**config.mk**
```make
export PLATFORM = sky130hd
export DESIGN_NAME = multicycle_main_fsm
export DESIGN_NICKNAME = d
export VERILOG_FILES = /design/src/rtl/multicycle_main_fsm.sv
export SDC_FILE = /design/constraint.sdc
export NUM_CORES = 1
export LEC_CHECK = 0
export ABC_AREA = 1
export CORE_MARGIN = 2
export CORE_UTILIZATION = 40
export DETAILED_ROUTE_END_ITERATION = 8
export GPL_TIMING_DRIVEN = 0
export MAX_ROUTING_LAYER = met4
export PLACE_DENSITY_LB_ADDON = 0.05
export SLEW_MARGIN = 25
export SYNTH_ARGS = -nofsm -noshare
export SYNTH_HDL_FRONTEND = slang
export SYNTH_SLANG_ARGS = --single-unit
```
**constraint.sdc**
```tcl
create_clock -name clk -period 2.6 [get_ports clk]
set_input_delay 0.52 -clock clk [delete_from_list [all_inputs] [get_ports clk]]
set_output_delay 0.52 -clock clk [all_outputs]
set_load 0.005 [all_outputs]
```
**src/rtl/multicycle_main_fsm.sv**
```systemverilog
// Control FSM for the multicycle RV32I core. Each instruction is sequenced
// through fetch, decode, execute, memory and writeback, and the FSM drives
// the datapath selects and write enables. Memory uses a request/ready
// handshake with an arbitrary number of wait cycles.
// Debug state codes: FETCH=0 DECODE=1 MEMADR=2 MEMREAD=3 MEMWB=4 MEMWRITE=5
// EXECR=6 EXECI=7 EXECU=8 ALUWB=9 BEQ=10 JAL=11 ILLEGAL=12.
module multicycle_main_fsm #(
    parameter bit ENABLE_UTYPE    = 1'b0,
    parameter bit HALT_ON_ILLEGAL = 1'b1
) (
    input  logic       clk,
    input  logic       rst_n,
    input  logic [6:0] opcode,
    input  logic       mem_ready,
    output logic       mem_req,
    output logic       adr_src,
    output logic       ir_write,
    output logic       pc_update,
    output logic       branch,
    output logic       mem_write,
    output logic       reg_write,
    output logic [1:0] result_src,
    output logic [1:0] alu_src_a,
    output logic [1:0] alu_src_b,
    output logic [1:0] alu_op,
    output logic [2:0] imm_src,
    output logic       illegal_op,
    output logic [3:0] state
);

    localparam logic [6:0] OP_LOAD  = 7'b0000011;
    localparam logic [6:0] OP_STORE = 7'b0100011;
    localparam logic [6:0] OP_RTYPE = 7'b0110011;
    localparam logic [6:0] OP_ITYPE = 7'b0010011;
    localparam logic [6:0] OP_BEQ   = 7'b1100011;
    localparam logic [6:0] OP_JAL   = 7'b1101111;
    localparam logic [6:0] OP_LUI   = 7'b0110111;
    localparam logic [6:0] OP_AUIPC = 7'b0010111;

    typedef enum logic [3:0] {
        S_FETCH    = 4'd0,
        S_DECODE   = 4'd1,
        S_MEMADR   = 4'd2,
        S_MEMREAD  = 4'd3,
        S_MEMWB    = 4'd4,
        S_MEMWRITE = 4'd5,
        S_EXECR    = 4'd6,
        S_EXECI    = 4'd7,
        S_EXECU    = 4'd8,
        S_ALUWB    = 4'd9,
        S_BEQ      = 4'd10,
        S_JAL      = 4'd11,
        S_ILLEGAL  = 4'd12
    } state_t;

    state_t state_q;
    state_t state_d;

    // State register; reset returns to FETCH at once, even mid memory wait
    always_ff @(posedge clk or negedge rst_n) begin
        if (!rst_n) begin
            state_q <= S_FETCH;
        end else begin
            state_q <= state_d;
        end
    end

    // Next-state logic; mem_ready only matters in the three request states
    always_comb begin
        state_d = state_q;
        case (state_q)
            S_FETCH:    if (mem_ready) state_d = S_DECODE;
            S_DECODE: begin
                case (opcode)
                    OP_LOAD, OP_STORE: state_d = S_MEMADR;
                    OP_RTYPE:          state_d = S_EXECR;
                    OP_ITYPE:          state_d = S_EXECI;
                    OP_BEQ:            state_d = S_BEQ;
                    OP_JAL:            state_d = S_JAL;
                    OP_LUI, OP_AUIPC:  state_d = ENABLE_UTYPE ? S_EXECU : S_ILLEGAL;
                    default:           state_d = S_ILLEGAL;
                endcase
            end
            // Only loads and stores reach MEMADR; bit 5 separates them
            S_MEMADR:   state_d = opcode[5] ? S_MEMWRITE : S_MEMREAD;
            S_MEMREAD:  if (mem_ready) state_d = S_MEMWB;
            S_MEMWB:    state_d = S_FETCH;
            S_MEMWRITE: if (mem_ready) state_d = S_FETCH;
            S_EXECR:    state_d = S_ALUWB;
            S_EXECI:    state_d = S_ALUWB;
            S_EXECU:    state_d = S_ALUWB;
            S_ALUWB:    state_d = S_FETCH;
            S_BEQ:      state_d = S_FETCH;
            S_JAL:      state_d = S_ALUWB;
            S_ILLEGAL:  state_d = HALT_ON_ILLEGAL ? S_ILLEGAL : S_FETCH;
            default:    state_d = S_FETCH;
        endcase
    end

    // Moore outputs per state, plus fetch strobes gated by mem_ready;
    // everything is forced low while rst_n is asserted
    always_comb begin
        mem_req    = 1'b0;
        adr_src    = 1'b0;
        ir_write   = 1'b0;
        pc_update  = 1'b0;
        branch     = 1'b0;
        mem_write  = 1'b0;
        reg_write  = 1'b0;
        result_src = 2'b00;
        alu_src_a  = 2'b00;
        alu_src_b  = 2'b00;
        alu_op     = 2'b00;
        illegal_op = 1'b0;
        imm_src    = 3'b000;

        case (opcode)
            OP_LOAD, OP_ITYPE: imm_src = 3'b000;
            OP_STORE:          imm_src = 3'b001;
            OP_BEQ:            imm_src = 3'b010;
            OP_JAL:            imm_src = 3'b011;
            OP_LUI, OP_AUIPC:  imm_src = 3'b100;
            default:           imm_src = 3'b000;
        endcase

        case (state_q)
            S_FETCH: begin
                mem_req    = 1'b1;
                alu_src_b  = 2'b10;
                result_src = 2'b10;
                ir_write   = mem_ready;
                pc_update  = mem_ready;
            end
            S_DECODE: begin
                alu_src_a = 2'b01;
                alu_src_b = 2'b01;
            end
            S_MEMADR: begin
                alu_src_a = 2'b10;
                alu_src_b = 2'b01;
            end
            S_MEMREAD: begin
                mem_req = 1'b1;
                adr_src = 1'b1;
            end
            S_MEMWB: begin
                result_src = 2'b01;
                reg_write  = 1'b1;
            end
            S_MEMWRITE: begin
                mem_req   = 1'b1;
                mem_write = 1'b1;
                adr_src   = 1'b1;
            end
            S_EXECR: begin
                alu_src_a = 2'b10;
                alu_op    = 2'b10;
            end
            S_EXECI: begin
                alu_src_a = 2'b10;
                alu_src_b = 2'b01;
                alu_op    = 2'b10;
            end
            // lui adds to zero, auipc to OldPC; bit 5 separates them
            S_EXECU: begin
                alu_src_b = 2'b01;
                alu_src_a = opcode[5] ? 2'b11 : 2'b01;
            end
            S_ALUWB: begin
                reg_write = 1'b1;
            end
            S_BEQ: begin
                alu_src_a = 2'b10;
                alu_op    = 2'b01;
                branch    = 1'b1;
            end
            S_JAL: begin
                alu_src_a = 2'b01;
                alu_src_b = 2'b10;
                pc_update = 1'b1;
            end
            S_ILLEGAL: begin
                illegal_op = 1'b1;
            end
            default: begin
            end
        endcase

        if (!rst_n) begin
            mem_req    = 1'b0;
            adr_src    = 1'b0;
            ir_write   = 1'b0;
            pc_update  = 1'b0;
            branch     = 1'b0;
            mem_write  = 1'b0;
            reg_write  = 1'b0;
            result_src = 2'b00;
            alu_src_a  = 2'b00;
            alu_src_b  = 2'b00;
            alu_op     = 2'b00;
            illegal_op = 1'b0;
            imm_src    = 3'b000;
        end
    end

    assign state = state_q;

endmodule

```
==> impl_metrics.toml <==
[run_status]
status = "finished with violations"
violations = "negative setup slack"

[worst_setup_path]
reg2reg_to = "state[0]"
cp.arrival_ns = 2.12
reg2regPathDepth = 10
critical-path-max-stage-delay_ns = 0.54
worstSetupPathType = "input pin to output pin"
start_kind = "input pin"
r2r_start = "state[0]"
crit_fanout = 5
cpLargestDelayFamily = "buffers and inverters"
worstPathCellList = "clkdlybuf4s50_1 > nand2_1 > nor2_2 > nand2_1 > a21oi_1 > clkdlybuf4s50_1"
worst_setup_path_end_kind = "output pin"
reg2reg_slack_ns = 1.20
critPathBufInv = 2
slowest_stage = "clkdlybuf4s50_1"
required_ns = 2.08

[route]
firstDrtPassIters = 4
drt_iter0_markers = 25
wire_per_inst_um = 12.3
viasPerCell = 5.34
vias = 865
route.detailed.drc = 0
drtAntennaViolNets = 0
drt_wl_total_um = 1990

[pwr]
p_int_mw = 0.366
vdd_drop_max_v = 0.000504
p_clk_share_pct = 12.1
power.total_mw = 0.693
switching_share_pct = 47.2
p_comb_share_pct = 70.1
switchingPower_mw = 0.327
p_seq_share_pct = 17.8
powerDensity_nw_per_um2 = 700
p_leak_nw = 0.484

[placement]
placed_cells = 156
post_dp_cell_area_um2 = 923
place.gp.congestion = 0.899
dp_hpwl_um = 1480
dp_slack_ns = -0.306
io_buffers = 32

[synthesis]
syn_inst = 109
synthArstFlopShare_pct = 100
synth_top_area_share_pct = 18.6
yosysSeqAreaShare_pct = 17.1
yosys_warnings = 0
synthTopCellsByArea = "nand2_1 19%, dfrtp_1 17%, inv_1 9.6%"
yosysTopAreaCell = "nand2_1"
synth_area_per_cell_um2 = 5.36
syn_area_um2 = 584
synth_nets = 119
synth_seq_cells = 4
ys.flop_type = "dfrtp_1"
synth_edf_count = 0
synthMostInstantiatedCell = "nand2_1"
ys_types = 22
synthTopCellsByCount = "29 x nand2_1, 15 x inv_1, 15 x nor2_1, 8 x inv_2, 7 x nand3_1"

[job]
cap_violations = 0

[sta]
setup_slack_ns = -0.0427
worstMarginPinSlew_ns = 0.268
slew_headroom_pct = 82.0
slew_viol_final = 0
finalHoldViolations = 0
timing.fmax_mhz = 378
fin_crit_ns = 2.64
finClkSkew_ns = 0.0112
fin_crit_sh_pct = 102
setup_violations = 1

[final_layout]
final_net_count = 159
largest_reg_flops = 4
fill_cells = 125
area.growth.synth_to_final_pct = 69.6
diodes = 0
finalNonFillerCells = 162
drive_gt1_share_pct = 21.8
design_area_um2 = 991

[die]
coreArea_um2 = 1330
dieArea_um2 = 1780
ios = 33
die_x_um = 42.2
dieHeight_um = 42.2
start_util_pct = 43.8
rows = 13

[clock_tree]
worstSkewPairLatency_ns = 0.25
clock_sinks = 4
cts-buffers-inserted = 3
path_clk_slew_ns = 0.05
root_buffer = "clkbuf_4"
cts_buffer_depth = 2
ctsHoldBuffers = 0
htreeDepth = 1
cts_tree = "done"

[global_routing]
grt_pass1_wl_um = 2930
grt.busiest_layer = "met2"
met3_usage_pct = 4.31
grt_max_degree = 11
grt_overflow_total = 0
use_met1_pct = 24.2
track_usage_pct = 21.2
grt_util_met2_pct = 36.3
grt_pass1_vias = 725
antenna_found_initial = 0

[hold_path]
hp-class = "input pin to asynchronous set/reset pin"
## routing by layer
layer	vias up	part of all wire [%]
li1	425	-
met1	400	42
met2	38	50
met3	2	7.3
met4	0	0.20
met5	-	0
## worst register-to-register path, cell delays in order (launching register included)
cell     delay [ns]
dfrtp_1        0.48
inv_2          0.10
buf_4          0.16
nor2_4         0.11
nand2_2        0.09
inv_2          0.06
nor3_2         0.04
nor2_2         0.12
inv_2          0.05
nand2_1        0.05
nand2_1        0.04
## what timing repair did
item	CTS	global route
gates resized for setup	5	8
cloned	0	0
setup endpoints to repair	17	5
pin swaps	0	2
setup buffers	0	3
## cell families (layout without fill, tap and decap cells)
family | after synthesis | after routing | share of synthesized area (%)
and+or+nand+nor | 67 | 67 | 53.5
buffers and inverters | 24 | 62 | 15.4
AOI/OAI and AO/OA | 14 | 14 | 13.9
DFF | 4 | 4 | 17.1
## through the flow
| stage | util (%) | setup TNS (ns) | hold slack [ns] |
|---|---|---|---|
| 3_3_place_gp | 69.2 | -2.79 | 0.645 |
| 2_1_floorplan | - | 0 | 0.224 |
| 6_report | 74.3 | -0.0427 | 0.202 |
| 5_1_grt | 74.3 | -0.0980 | 0.206 |
| 3_5_place_dp | 69.2 | -3.33 | 0.653 |
| 4_1_cts | 71.2 | 0 | 0.198 |
## power by group through the flow
stage	sequential (mW)	clock, mW	combinational (mW)
after global placement	0.124	0	0.463
final	0.123	0.0836	0.486
after CTS	0.123	0.0871	0.471
after floorplan	0.115	0	0.267
after global routing	0.126	0.0896	0.530
after detailed placement	0.123	0	0.467
## layout by cell type, fill, tap and decap left out, drive strengths merged
cell type and count:
nand3b 1, dlymetal6s2s 2, buf 3, clkdlybuf4s15 1, o31ai 1, nand3 7, nor4 4, clkbuf 4
dfrtp 4, nor3 3, nor2 20, o221ai 1, inv 23, a21oi 5, clkdlybuf4s50 29, o21ai 6
nand2 32, a31oi 1
## area by class of cell
class	count	area, µm²	share of cell area, %
clock buffer	3	22.5	2.27
tap	15	18.8	1.89
timing repair buffer	35	349	35.2
sequential	4	100	10.1
buffer	1	5.00	0.505
multi-input combinational	81	407	41.0
inverter	23	88.8	8.96
## how the worst max path moves through the flow
stage | to | slack, ns | startpoint | cells past startpoint
after CTS | imm_src[0] | 0.01 | opcode[1] | 8
after detailed placement | alu_src_a[1] | -0.31 | rst_n | 5
after global placement | alu_op[1] | -0.29 | rst_n | 5
after floorplan | pc_update | 0.95 | state[1] | 7
after global routing | imm_src[1] | -0.1 | opcode[4] | 7
final | imm_src[1] | -0.04 | opcode[5] | 6
Power figures use the tool's default switching activity.
